File: src/rtl/noc_cpu_endpoint.sv
// ---------------------------------------------------------------------------
// noc_cpu_endpoint
//   Server-side endpoint for one CPU. CPU flits are buffered in an egress
//   FIFO and injected into the NoC with dst decoded from the flit header and
//   src set to this CPU's index. NoC flits addressed to this CPU have their
//   header (destination field) replaced by the sender index and are buffered
//   in an ingress FIFO toward the CPU; misaddressed flits are accepted and
//   dropped. Three saturating event counters are exported.
//
// Ports
//   clk, rst                 clock, asynchronous active-high reset
//   cpu_index                own index (low IDX_WIDTH bits used)
//   cpu_to_noc_vld/rdy/...   CPU -> endpoint flit stream
//   noc_out_vld/rdy/data/dst/src  endpoint -> NoC injection
//   noc_in_vld/rdy/data/src/dst   NoC -> endpoint delivery
//   noc_to_cpu_vld/rdy/...   endpoint -> CPU flit stream
//   tx_count, rx_count, misroute_count  saturating event counters
// ---------------------------------------------------------------------------
module noc_cpu_endpoint #(
  parameter int DATA_WIDTH = 64,
  parameter int DEPTH      = 4,
  parameter int IDX_WIDTH  = 8
) (
  input  logic                  clk,
  input  logic                  rst,
  input  logic [31:0]           cpu_index,
  input  logic                  cpu_to_noc_vld,
  output logic                  cpu_to_noc_rdy,
  input  logic [DATA_WIDTH-1:0] cpu_to_noc,
  output logic                  noc_out_vld,
  input  logic                  noc_out_rdy,
  output logic [DATA_WIDTH-1:0] noc_out_data,
  output logic [IDX_WIDTH-1:0]  noc_out_dst,
  output logic [IDX_WIDTH-1:0]  noc_out_src,
  input  logic                  noc_in_vld,
  output logic                  noc_in_rdy,
  input  logic [DATA_WIDTH-1:0] noc_in_data,
  input  logic [IDX_WIDTH-1:0]  noc_in_src,
  input  logic [IDX_WIDTH-1:0]  noc_in_dst,
  output logic                  noc_to_cpu_vld,
  input  logic                  noc_to_cpu_rdy,
  output logic [DATA_WIDTH-1:0] noc_to_cpu,
  output logic [31:0]           tx_count,
  output logic [31:0]           rx_count,
  output logic [31:0]           misroute_count
);

  localparam int PW = $clog2(DEPTH);
  localparam int CW = $clog2(DEPTH + 1);

  function automatic logic [31:0] sat_inc(input logic [31:0] v);
    return (v == 32'hFFFF_FFFF) ? v : v + 32'd1;
  endfunction

  // Egress FIFO state
  logic [DATA_WIDTH-1:0] r_eg_mem [DEPTH];
  logic [PW-1:0]         r_eg_wr, r_eg_rd;
  logic [CW-1:0]         r_eg_cnt;

  // Ingress FIFO state
  logic [DATA_WIDTH-1:0] r_in_mem [DEPTH];
  logic [PW-1:0]         r_in_wr, r_in_rd;
  logic [CW-1:0]         r_in_cnt;

  logic [31:0] r_tx_cnt, r_rx_cnt, r_mis_cnt;

  logic w_eg_full, w_eg_empty, w_in_full, w_in_empty;
  logic w_eg_push, w_eg_pop, w_in_acc, w_in_match, w_in_push, w_in_pop;
  logic [IDX_WIDTH-1:0] w_own_idx;
  logic w_unused;

  assign w_own_idx  = cpu_index[IDX_WIDTH-1:0];
  // Upper index bits and the replaced header bits of delivered flits are
  // intentionally ignored.
  assign w_unused   = ^{cpu_index[31:IDX_WIDTH], noc_in_data[DATA_WIDTH-1 -: IDX_WIDTH]};

  assign w_eg_full  = (r_eg_cnt == CW'(DEPTH));
  assign w_eg_empty = (r_eg_cnt == '0);
  assign w_in_full  = (r_in_cnt == CW'(DEPTH));
  assign w_in_empty = (r_in_cnt == '0);

  // rdy is gated by rst directly so it is low for the whole reset pulse.
  assign cpu_to_noc_rdy = !w_eg_full && !rst;
  assign noc_in_rdy     = !w_in_full && !rst;

  assign noc_out_vld    = !w_eg_empty;
  assign noc_out_data   = r_eg_mem[r_eg_rd];
  assign noc_out_dst    = r_eg_mem[r_eg_rd][DATA_WIDTH-1 -: IDX_WIDTH];
  assign noc_out_src    = w_own_idx;

  assign noc_to_cpu_vld = !w_in_empty;
  assign noc_to_cpu     = r_in_mem[r_in_rd];

  assign w_eg_push  = cpu_to_noc_vld && cpu_to_noc_rdy;
  assign w_eg_pop   = noc_out_vld && noc_out_rdy;
  assign w_in_acc   = noc_in_vld && noc_in_rdy;
  assign w_in_match = (noc_in_dst == w_own_idx);
  assign w_in_push  = w_in_acc && w_in_match;
  assign w_in_pop   = noc_to_cpu_vld && noc_to_cpu_rdy;

  assign tx_count       = r_tx_cnt;
  assign rx_count       = r_rx_cnt;
  assign misroute_count = r_mis_cnt;

  // FIFO storage is not reset; occupancy alone defines validity.
  always_ff @(posedge clk) begin
    if (w_eg_push) r_eg_mem[r_eg_wr] <= cpu_to_noc;
    if (w_in_push) r_in_mem[r_in_wr] <= {noc_in_src, noc_in_data[DATA_WIDTH-IDX_WIDTH-1:0]};
  end

  always_ff @(posedge clk or posedge rst) begin
    if (rst) begin
      r_eg_wr  <= '0;
      r_eg_rd  <= '0;
      r_eg_cnt <= '0;
    end else begin
      if (w_eg_push) r_eg_wr <= r_eg_wr + PW'(1);
      if (w_eg_pop)  r_eg_rd <= r_eg_rd + PW'(1);
      case ({w_eg_push, w_eg_pop})
        2'b10:   r_eg_cnt <= r_eg_cnt + CW'(1);
        2'b01:   r_eg_cnt <= r_eg_cnt - CW'(1);
        default: r_eg_cnt <= r_eg_cnt;
      endcase
    end
  end

  always_ff @(posedge clk or posedge rst) begin
    if (rst) begin
      r_in_wr  <= '0;
      r_in_rd  <= '0;
      r_in_cnt <= '0;
    end else begin
      if (w_in_push) r_in_wr <= r_in_wr + PW'(1);
      if (w_in_pop)  r_in_rd <= r_in_rd + PW'(1);
      case ({w_in_push, w_in_pop})
        2'b10:   r_in_cnt <= r_in_cnt + CW'(1);
        2'b01:   r_in_cnt <= r_in_cnt - CW'(1);
        default: r_in_cnt <= r_in_cnt;
      endcase
    end
  end

  always_ff @(posedge clk or posedge rst) begin
    if (rst) begin
      r_tx_cnt  <= '0;
      r_rx_cnt  <= '0;
      r_mis_cnt <= '0;
    end else begin
      if (w_eg_pop)              r_tx_cnt  <= sat_inc(r_tx_cnt);
      if (w_in_pop)              r_rx_cnt  <= sat_inc(r_rx_cnt);
      if (w_in_acc && !w_in_match) r_mis_cnt <= sat_inc(r_mis_cnt);
    end
  end

endmodule

File: config.mk
export PLATFORM = sky130hd
export DESIGN_NAME = noc_cpu_endpoint
export DESIGN_NICKNAME = d
export VERILOG_FILES = /design/src/rtl/noc_cpu_endpoint.sv
export SDC_FILE = /design/constraint.sdc
export NUM_CORES = 1
export LEC_CHECK = 0
export CAP_MARGIN = 15
export CORE_ASPECT_RATIO = 0.8
export CORE_UTILIZATION = 23
export DETAILED_ROUTE_END_ITERATION = 8
export PLACE_DENSITY_LB_ADDON = 0.2
export SLEW_MARGIN = 20
export SYNTH_ARGS = -nofsm -noshare
export SYNTH_HDL_FRONTEND = slang
export SYNTH_SLANG_ARGS = --single-unit
File: constraint.sdc
create_clock -name clk -period 3.7 [get_ports clk]
set_input_delay 0.74 -clock clk [delete_from_list [all_inputs] [get_ports clk]]
set_output_delay 0.74 -clock clk [all_outputs]
set_load 0.02 [all_outputs]
* Word level (Yosys, flattened, before mapping)
Memories as Yosys holds them, arrays and structs flattened.
Cells that the tools add are included.
** Storage, ports and cells
- Memories :: 2
- Input port bits :: 182
- Logic and storage cells :: 62
- Output and inout bits :: 244
- RAM bits :: 512
- Bits in registers :: 110
** Memory list
- r_eg_mem :: words 4, width 64, read ports 1, clocked after memory_dff 0, write ports 1, line 56 : logic [DATA_WIDTH-1:0] r_eg_mem [DEPTH];
- r_in_mem :: words 4, width 64, read ports 1, clocked after memory_dff 0, write ports 1, line 61 : logic [DATA_WIDTH-1:0] r_in_mem [DEPTH];
** Cells by class
- Equal/unequal tests :: 10
- Reductions and logical operators :: 21
- Multiplexer cells :: 6
- Bitwise operators :: 3
- Add/sub/neg operators :: 11
** Operator list (count)
- $add A32 B1 Y32 const B :: 3
- $eq A32 B32 Y1 const B :: 3
- $pmux W3 S2 :: 2
- $add A2 B1 Y2 const B :: 4
- $eq A8 B8 Y1 :: 1
- $logic_and A1 B1 Y1 :: 8
- $add A3 B1 Y3 const B :: 2
- $eq A3 B3 Y1 const B :: 2
- $logic_not A1 Y1 :: 6
- $logic_not A3 Y1 :: 2
- $reduce_and A2 Y1 :: 3
- $sub A3 B1 Y3 const B :: 2
- $eq A2 B1 Y1 const B :: 2
- $eq A2 B2 Y1 const B :: 2
- $mux W1 :: 4
- $reduce_bool A2 Y1 :: 2
- $not A1 Y1 :: 3

* Logic depth before layout (Yosys ltp)
Gate-level depths: netlist of run 1.
- Word-level depth :: 7
- Mapped depth :: 11
- Mapped depth without buffers :: 11

* Worst setup path before layout of run 1
OpenSTA, ideal clock, no wires.
- Path kind :: input-to-reg
- Start :: input cpu_index[7]
- End :: memory r_in_mem[2][0], enable pin
- Library setup time :: 429 ps
- Required time :: 3271 ps
- Arrival time :: 3426 ps
- Path slack :: -155 ps
- Stages on the path :: 5
- Path buffers :: 0
- Cell sequence :: xor2_1 nor4_1 nand2_1 nor2_1 and2_1
** On the way
- Longest elaborated chain between the ends :: 4
** Ends and longest elaborated chain
- start: declaration :: line 26 : input logic [31:0] cpu_index,
- $eq A8 B8 Y1 :: line 97 : assign w_in_match = (noc_in_dst == w_own_idx);
- $logic_and A1 B1 Y1 :: line 98 : assign w_in_push = w_in_acc && w_in_match;
- $mux W1 :: line 108 : if (w_in_push) r_in_mem[r_in_wr] <= {noc_in_src, noc_in_data[DATA_WIDTH-IDX_WIDTH-1:0]};
- $mux W1 (implied by the code) :: line 108
- end: declaration :: line 61
Every way passes these cells.

* Final worst setup path of run 1
- Start :: register r_in_rd[0]
- End :: output noc_to_cpu[42]
** On the way
- Longest elaborated chain between the ends :: 1
** Ends and longest elaborated chain
- start: declaration :: line 62 : logic [PW-1:0] r_in_wr, r_in_rd;
- start signal: assignment :: line 134 : if (w_in_pop) r_in_rd <= r_in_rd + PW'(1);
- $mem_v2 Z4 W64
- end: declaration :: line 42 : output logic [DATA_WIDTH-1:0] noc_to_cpu,
Every way passes these cells.

==> metrics.md, run 1 <==
| Metric | Value |
|---|---|
| Iteration-0 DRC Markers | `614` |
| Post-route minimum period | `3520 ps` |
| Routed vias | `13.1k` |
| Worst reg-to-reg setup slack | `1140 ps` |
| Slew Limit Fails | `0` |
| GRT Total Usage | `11.5%` |
| Critical Path End Type | `output pin` |
| Dpl cells | `3044` |
| DR vias/cell | `4.14` |
| Overall Power | `22.7 mW` |
| Core Area | `104000 um^2` |
| Clk pwr share | `32.7%` |
| Setup tns final | `0 ps` |
| Total Die Area | `107000 um^2` |
| TritonRoute pass-1 iters | `4` |
| Antenna Diode Count | `0` |
| Reg2Reg Depth | `8` |
| Synthesized area | `24200 um^2` |
| Die Y | `292 um` |
| Worst Path Max Fanout | `25` |
| Number of gates resized after cts | `0` |
| NetSw | `6.75 mW` |
| P_leak | `11.1 nW` |
| Area grow syn2layout | `35.8%` |
| Sw Share | `29.8%` |
| Cell variety after synth | `48` |
| H-tree depth | `3` |
| Post-Place Setup Slack | `208 ps` |
| RR Endpoint | `r_in_cnt[2]` |
| CTS clk-pin slew, worst paths | `50 ps` |
| Layout Skew | `23.1 ps` |
| Fin cells | `3176` |
| Routed wire length | `61600 um` |
| Chip width | `365 um` |
| Drt wl/cell | `19.4 um` |
| Total Nets Final | `1911` |
| TritonCTS buffer count | `72` |
| Worst Setup Start Kind | `flip-flop` |
| Remaining Overflow, GRT | `0` |
| CTS tree | `yes` |
| First-pass GRT wire length | `91500 um` |
| Worst Hold End | `misroute_count[15]` |
| Hold WC Path Type | `flip-flop to flip-flop` |
| Post-DP HPWL | `42000 um` |
| Final WS setup | `184 ps` |
| Max clock buf depth | `3` |
| Yosys Warn Count | `0` |
| Cells after Synth | `1235` |
| DRC errors left | `0` |
| F_max | `284 MHz` |
| Register area share after synthesis | `74.9%` |
| Worst EP required | `2960 ps` |
| Num ports | `426` |
| Hold path start | `misroute_count[15]` |
| Final core occ | `31.5%` |
| P_int | `15.9 mW` |
| RR Startpoint | `r_in_cnt[1]` |
| CTS Root Cell | `clkbuf_16` |
| Pwr dens | `690 nW/um^2` |
| Comb pwr share | `29.7%` |
| Max-Cap Viols | `0` |
| Pin count of the biggest net entering global routing | `72` |
| Hold Path Cell Cnt | `1` |
| Critical Path AT | `2780 ps` |
| Synth Register Bits | `622` |
| Share of the cycle needed by the critical path after routing | `95.0%` |
| CTS Hold Buffers Added | `0` |
| Syn avg cell area | `19.6 um^2` |
| Setup Buffers After CTS | `0` |
| RSZ-0062 raised after global routing | `false` |
| Slew headroom | `31.5%` |
| GPL Wtd Cong | `0.757` |
| Final setup vio count | `0` |
| Sink Count | `622` |
| Slew at the pin closest to its max-slew limit | `1020 ps` |
| Crit path kind | `flip-flop to output pin` |
| I/O Buffers | `393` |
| Worst-Skew Late Latency | `610 ps` |
| Share of cells above drive strength 1 | `18.6%` |
| FILL cells | `10.1k` |
| Initial antenna violation count | `7` |
| Syn nets | `1432` |
| Share of power burned in registers | `37.6%` |
| Initial Utilization | `23.2%` |
| Antenna-violating nets left | `0` |
| Fin. Hold Viols | `0` |
| # rows | `106` |
| Status | `complete, no violations` |
| Maximum VDD drop | `0.312 mV` |
| Vias in the first global route | `14.0k` |
==> critical path, stage by stage (launching register included) <==
cell	delay [ps]
dfrtp_4	660
buf_12	290
mux4_2	530
clkdlybuf4s50_1	620
==> through the flow <==
step | instance area [um^2] | hold WS, ps
3_3_place_gp | 30400 | 474
3_5_place_dp | 30400 | 482
6_report | 32900 | 490
5_1_grt | 32900 | 507
2_1_floorplan | 24200 | 494
4_1_cts | 32900 | 498
==> layout make-up <==
cell class | instances | area, um^2 | share of cell area, %
multi-input combinational | 538 | 5750 | 17.5
inverter | 23 | 88.8 | 0.270
clock buffer | 92 | 1960 | 5.95
sequential | 622 | 18100 | 55.2
tap | 1404 | 1760 | 5.34
clock inverter | 40 | 548 | 1.67
timing repair buffer | 457 | 4640 | 14.1
==> worst max path at each step <==
| stage | start | endpoint | slack (ps) | depth (start not counted) |
|---|---|---|---|---|
| finish | r_in_rd[0] | noc_to_cpu[42] | 180 | 3 |
| global route | r_in_rd[0] | noc_to_cpu[42] | 5 | 3 |
| CTS | r_in_rd[0] | noc_to_cpu[41] | 70 | 3 |
| detailed placement | cpu_index[1] | r_in_mem[0][53] | 210 | 9 |
| global placement | cpu_index[1] | r_in_cnt[2] | 180 | 13 |
| floorplan | rst | misroute_count[0] | 60 | 1 |
==> power by group through the flow <==
stage / logic (mW) / registers, mW / clock network (mW)
2_1_floorplan: 3.80 / 8.53 / 0
3_3_place_gp: 6.95 / 8.69 / 0
3_5_place_dp: 6.94 / 8.70 / 0
4_1_cts: 6.97 / 8.56 / 7.67
5_1_grt: 7.19 / 8.62 / 7.93
6_report: 6.74 / 8.54 / 7.41
==> Yosys cell counts, drive strengths merged <==
master	number	area (um^2)
ha	13	163
o211ai	2	15.0
edfxtp	512	15400
nand3	41	205
nor2	30	113
a2111oi	1	27.5
nand4b	1	8.76
a21oi	4	20.0
o311ai	1	16.3
mux2	6	67.6
buf	35	208
or4	2	18.8
a211o	1	8.76
clkbuf	17	63.8
or2	2	12.5
nor3	26	130
a31oi	2	18.8
and2	12	75.1
o21ai	5	25.0
o311a	1	10.0
and3	26	163
inv	22	82.6
and4	14	123
nor4b	1	8.76
nand2	40	150
nor2b	2	12.5
a21bo	1	10.0
xor2	45	394
nor4	10	62.6
nor3b	1	7.51
or3	3	18.8
clkinv	1	3.75
dfrtp	110	2750
o41ai	1	8.76
fa	2	40.0
mux2i	1	10.0
o2111ai	4	35.0
xnor2	63	552
nand4	41	263
nand2b	2	12.5
mux4	128	2880
o31ai	3	27.5
==> kinds of logic after synthesis <==
family / share of synthesized area [%]
AND/OR/NAND/NOR: 5.72
XOR/XNOR: 3.91
AO/OA/AOI/OAI: 0.920
flip-flops: 74.9
adder cells (fa/ha/maj): 0.838
multiplexers: 12.2
buffers and inverters: 1.48
==> placed cells by master, fill, tap and decap left out, drive strengths merged, types with 3 or more instances in the layout <==
cell type	synthesis	layout
a21oi	4	4
xnor2	63	63
nor4	10	10
nand3	41	41
ha	13	13
edfxtp	512	512
bufinv	0	10
mux2	6	6
clkinv	1	23
xor2	45	45
clkbuf	17	92
nor2	30	30
nor3	26	26
nand2	40	40
inv	22	27
o31ai	3	3
buf	35	64
o21ai	5	5
dfrtp	110	110
clkdlybuf4s50	0	393
and3	26	26
or3	3	3
mux4	128	128
o2111ai	4	4
and4	14	14
nand4	41	41
clkinvlp	0	3
and2	12	12
==> per-layer routing <==
metal	global-route usage [%]	share of wire (%)	vias to the layer above
met5	0	0.14	-
met4	3.74	2.5	12
met3	3.07	5.7	109
li1	-	-	5904
met1	15.2	44	6803
met2	18.4	48	305
==> sequential cells by signal (all words and copies together) (netlist names) <==
register        count
r_in_wr             2
tx_count           32
r_eg_mem          256
rx_count           32
r_eg_wr             2
r_in_mem          256
misroute_count     32
r_in_rd             2
r_eg_rd             2
r_in_cnt            3
r_eg_cnt            3
Power figures use the tool's default switching activity.
==> run 2, diff against run 1 <==
--- a/config.mk
+++ b/config.mk
@@ -10,6 +10,7 @@
 export CORE_UTILIZATION = 23
 export DETAILED_ROUTE_END_ITERATION = 8
 export PLACE_DENSITY_LB_ADDON = 0.2
+export REMOVE_ABC_BUFFERS = 1
 export SLEW_MARGIN = 20
 export SYNTH_ARGS = -nofsm -noshare
 export SYNTH_HDL_FRONTEND = slang
==> metrics.md, run 2 (synthesized netlist as in run 1, its figures left out) <==
| Metric | Value |
|---|---|
| Setup Buffers After CTS | `2 (was 0)` |
| Sink Count | `622 (unchanged)` |
| Worst Setup Start Kind | `flip-flop (unchanged)` |
| Clk pwr share | `31.5% (was 32.7%)` |
| CTS clk-pin slew, worst paths | `60 ps (was 50 ps)` |
| I/O Buffers | `393 (unchanged)` |
| Hold path start | `tx_count[31] (was misroute_count[15])` |
| Overall Power | `22.7 mW (about the same)` |
| Slew headroom | `30.7% (was 31.5%)` |
| Pin count of the biggest net entering global routing | `59 (was 72)` |
| Drt wl/cell | `20.1 um (was 19.4 um)` |
| Number of gates resized after cts | `0 (unchanged)` |
| RR Startpoint | `r_in_cnt[1] (unchanged)` |
| Comb pwr share | `30.5% (was 29.7%)` |
| Crit path cell chain | `buf_12 -> mux4_2 -> clkdlybuf4s50_1 (unchanged)` |
| CTS tree | `yes (unchanged)` |
| Sw Share | `30.2% (was 29.8%)` |
| Initial antenna violation count | `9 (was 7)` |
| Chip width | `365 um (unchanged)` |
| Post-route minimum period | `3490 ps (was 3520 ps)` |
| Reg2Reg Depth | `6 (was 8)` |
| F_max | `286 MHz (was 284 MHz)` |
| Largest stage delay on the critical path | `660 ps (about the same)` |
| Worst Hold End | `tx_count[31] (was misroute_count[15])` |
| Max-Cap Viols | `0 (unchanged)` |
| Share of power burned in registers | `38.0% (was 37.6%)` |
| Final setup vio count | `0 (unchanged)` |
| Slew at the pin closest to its max-slew limit | `1030 ps (was 1020 ps)` |
| Leading registers by flop count | `r_eg_mem: 256 flops, r_in_mem: 256 flops (unchanged)` |
| Worst reg-to-reg setup slack | `1120 ps (was 1140 ps)` |
| # rows | `106 (unchanged)` |
| Max clock buf depth | `3 (unchanged)` |
| Status | `complete, no violations (unchanged)` |
| Pwr dens | `689 nW/um^2 (was 690 nW/um^2)` |
| Fin. Hold Viols | `0 (unchanged)` |
| Routed vias | `13.2k (was 13.1k)` |
| Total Nets Final | `1915 (was 1911)` |
| Antenna-violating nets left | `0 (unchanged)` |
| TritonRoute pass-1 iters | `4 (unchanged)` |
| Final WS setup | `209 ps (was 184 ps)` |
| NetSw | `6.85 mW (was 6.75 mW)` |
| Iteration-0 DRC Markers | `816 (was 614)` |
| Post-Place Setup Slack | `226 ps (was 208 ps)` |
| Routed wire length | `63900 um (was 61600 um)` |
| Die Y | `292 um (unchanged)` |
| Leading cell type in the layout, fill and taps excluded | `edfxtp_1 (unchanged)` |
| Register Area | `18100 um^2 (about the same)` |
| RSZ-0062 raised after global routing | `false (unchanged)` |
| Critical Path End Type | `output pin (unchanged)` |
| Initial Utilization | `23.2% (unchanged)` |
| RR Endpoint | `r_in_cnt[1] (was r_in_cnt[2])` |
| FILL cells | `10.1k (about the same)` |
| Crit-path slowest cell | `dfrtp_4 (unchanged)` |
| Area grow syn2layout | `36.0% (was 35.8%)` |
| Worst path bufs/invs | `2 (unchanged)` |
| Top delay family on crit path | `buffers and inverters (unchanged)` |
| Critical Path AT | `2750 ps (was 2780 ps)` |
| TritonCTS buffer count | `74 (was 72)` |
| Hold WC Path Type | `flip-flop to flip-flop (unchanged)` |
| CTS Root Cell | `clkbuf_16 (unchanged)` |
| DRC errors left | `0 (unchanged)` |
| H-tree depth | `3 (unchanged)` |
| Total Die Area | `107000 um^2 (unchanged)` |
| CP startpoint | `r_eg_rd[0] (was r_in_rd[0])` |
| P_leak | `11.1 nW (about the same)` |
| Layout Skew | `14.3 ps (was 23.1 ps)` |
| Worst EP required | `2960 ps (about the same)` |
| GRT Total Usage | `12.1% (was 11.5%)` |
| Maximum VDD drop | `0.353 mV (was 0.312 mV)` |
| DR vias/cell | `4.14 (about the same)` |
| Share of the cycle needed by the critical path after routing | `94.3% (was 95.0%)` |
| Share of cells above drive strength 1 | `18.4% (was 18.6%)` |
| Crit path kind | `flip-flop to output pin (unchanged)` |
| Most frequent cells in the layout | `512 x edfxtp_1, 393 x clkdlybuf4s50_1, 128 x mux4_2, 106 x dfrtp_1, 77 x clkbuf_16 (was 512 x edfxtp_1, 393 x clkdlybuf4s50_1, 128 x mux4_2, 106 x dfrtp_1, 72 x clkbuf_16)` |
| Vias in the first global route | `14.2k (was 14.0k)` |
| GPL Wtd Cong | `0.767 (was 0.757)` |
| Num ports | `426 (unchanged)` |
| Multi-input logic area | `5740 um^2 (was 5750 um^2)` |
| Worst-Skew Late Latency | `640 ps (was 610 ps)` |
| Hold Path Cell Cnt | `1 (unchanged)` |
| Post-DP HPWL | `43200 um (was 42000 um)` |
| P_int | `15.8 mW (was 15.9 mW)` |
| Slew Limit Fails | `0 (unchanged)` |
| Worst Path Max Fanout | `19 (was 25)` |
| First-pass GRT wire length | `94600 um (was 91500 um)` |
| CTS Hold Buffers Added | `0 (unchanged)` |
| Remaining Overflow, GRT | `0 (unchanged)` |
| Core Area | `104000 um^2 (unchanged)` |
run 2: cell types whose count changed in the layout (fill, tap and decap cells not counted), moves of 5 or more:
cell and delta:
buf_12 +10, buf_4 -9, bufinv_16 -5, clkbuf_1 +8
clkbuf_16 +5, clkbuf_8 -5
run 2: worst max path at each step:
stage                            end  slack [ps]  depth (start not counted)
detailed placement   r_in_mem[1][13]         230                          8
floorplan           noc_out_data[56]        -430                          1
global placement     r_in_mem[1][13]         240                          9
finish               noc_out_data[3]         210                          3
CTS                   noc_to_cpu[45]          80                          3
global route         noc_out_data[3]          50                          3
run 2: layer usage:
metal	global-route usage, %	routed length [um]	vias to the layer above	part of all wire, %
met5	0	105	-	0.16
met4	3.67	1370	16	2.1
met3	3.57	3430	100	5.4
met2	19.1	30500	273	48
met1	15.9	28600	6833	45
li1	-	-	5930	-
run 2: area by class of cell:
cell class                 count  share of cell area, %
sequential                   622                   55.1
multi-input combinational    538                   17.4
timing repair buffer         459                   14.6
clock buffer                 100                   6.21
tap                         1404                   5.34
clock inverter                33                   1.02
inverter                      23                  0.270
antenna                        1                0.00760
run 2: power groups by stage:
stage                     sequential, mW  combinational, mW  clock (mW)
after detailed placement            8.84               6.93           0
final                               8.60               6.91        7.14
after global placement              8.82               6.94           0
after global routing                8.69               7.34        7.67
after CTS                           8.64               7.12        7.44
after floorplan                     9.03               3.25           0
run 2: stage by stage:
stage | hold WS, ps | utilization, % | setup TNS [ps] | instances | cell area [um^2]
CTS | 492 | 31.5 | 0 | 3179 | 32900
global placement | 476 | 29.2 | 0 | 3044 | 30500
detailed placement | 479 | 29.2 | 0 | 3044 | 30500
floorplan | 494 | - | -90610 | 1183 | 23900
finish | 491 | 31.5 | 0 | 3180 | 32900
global route | 505 | 31.5 | 0 | 3179 | 32900
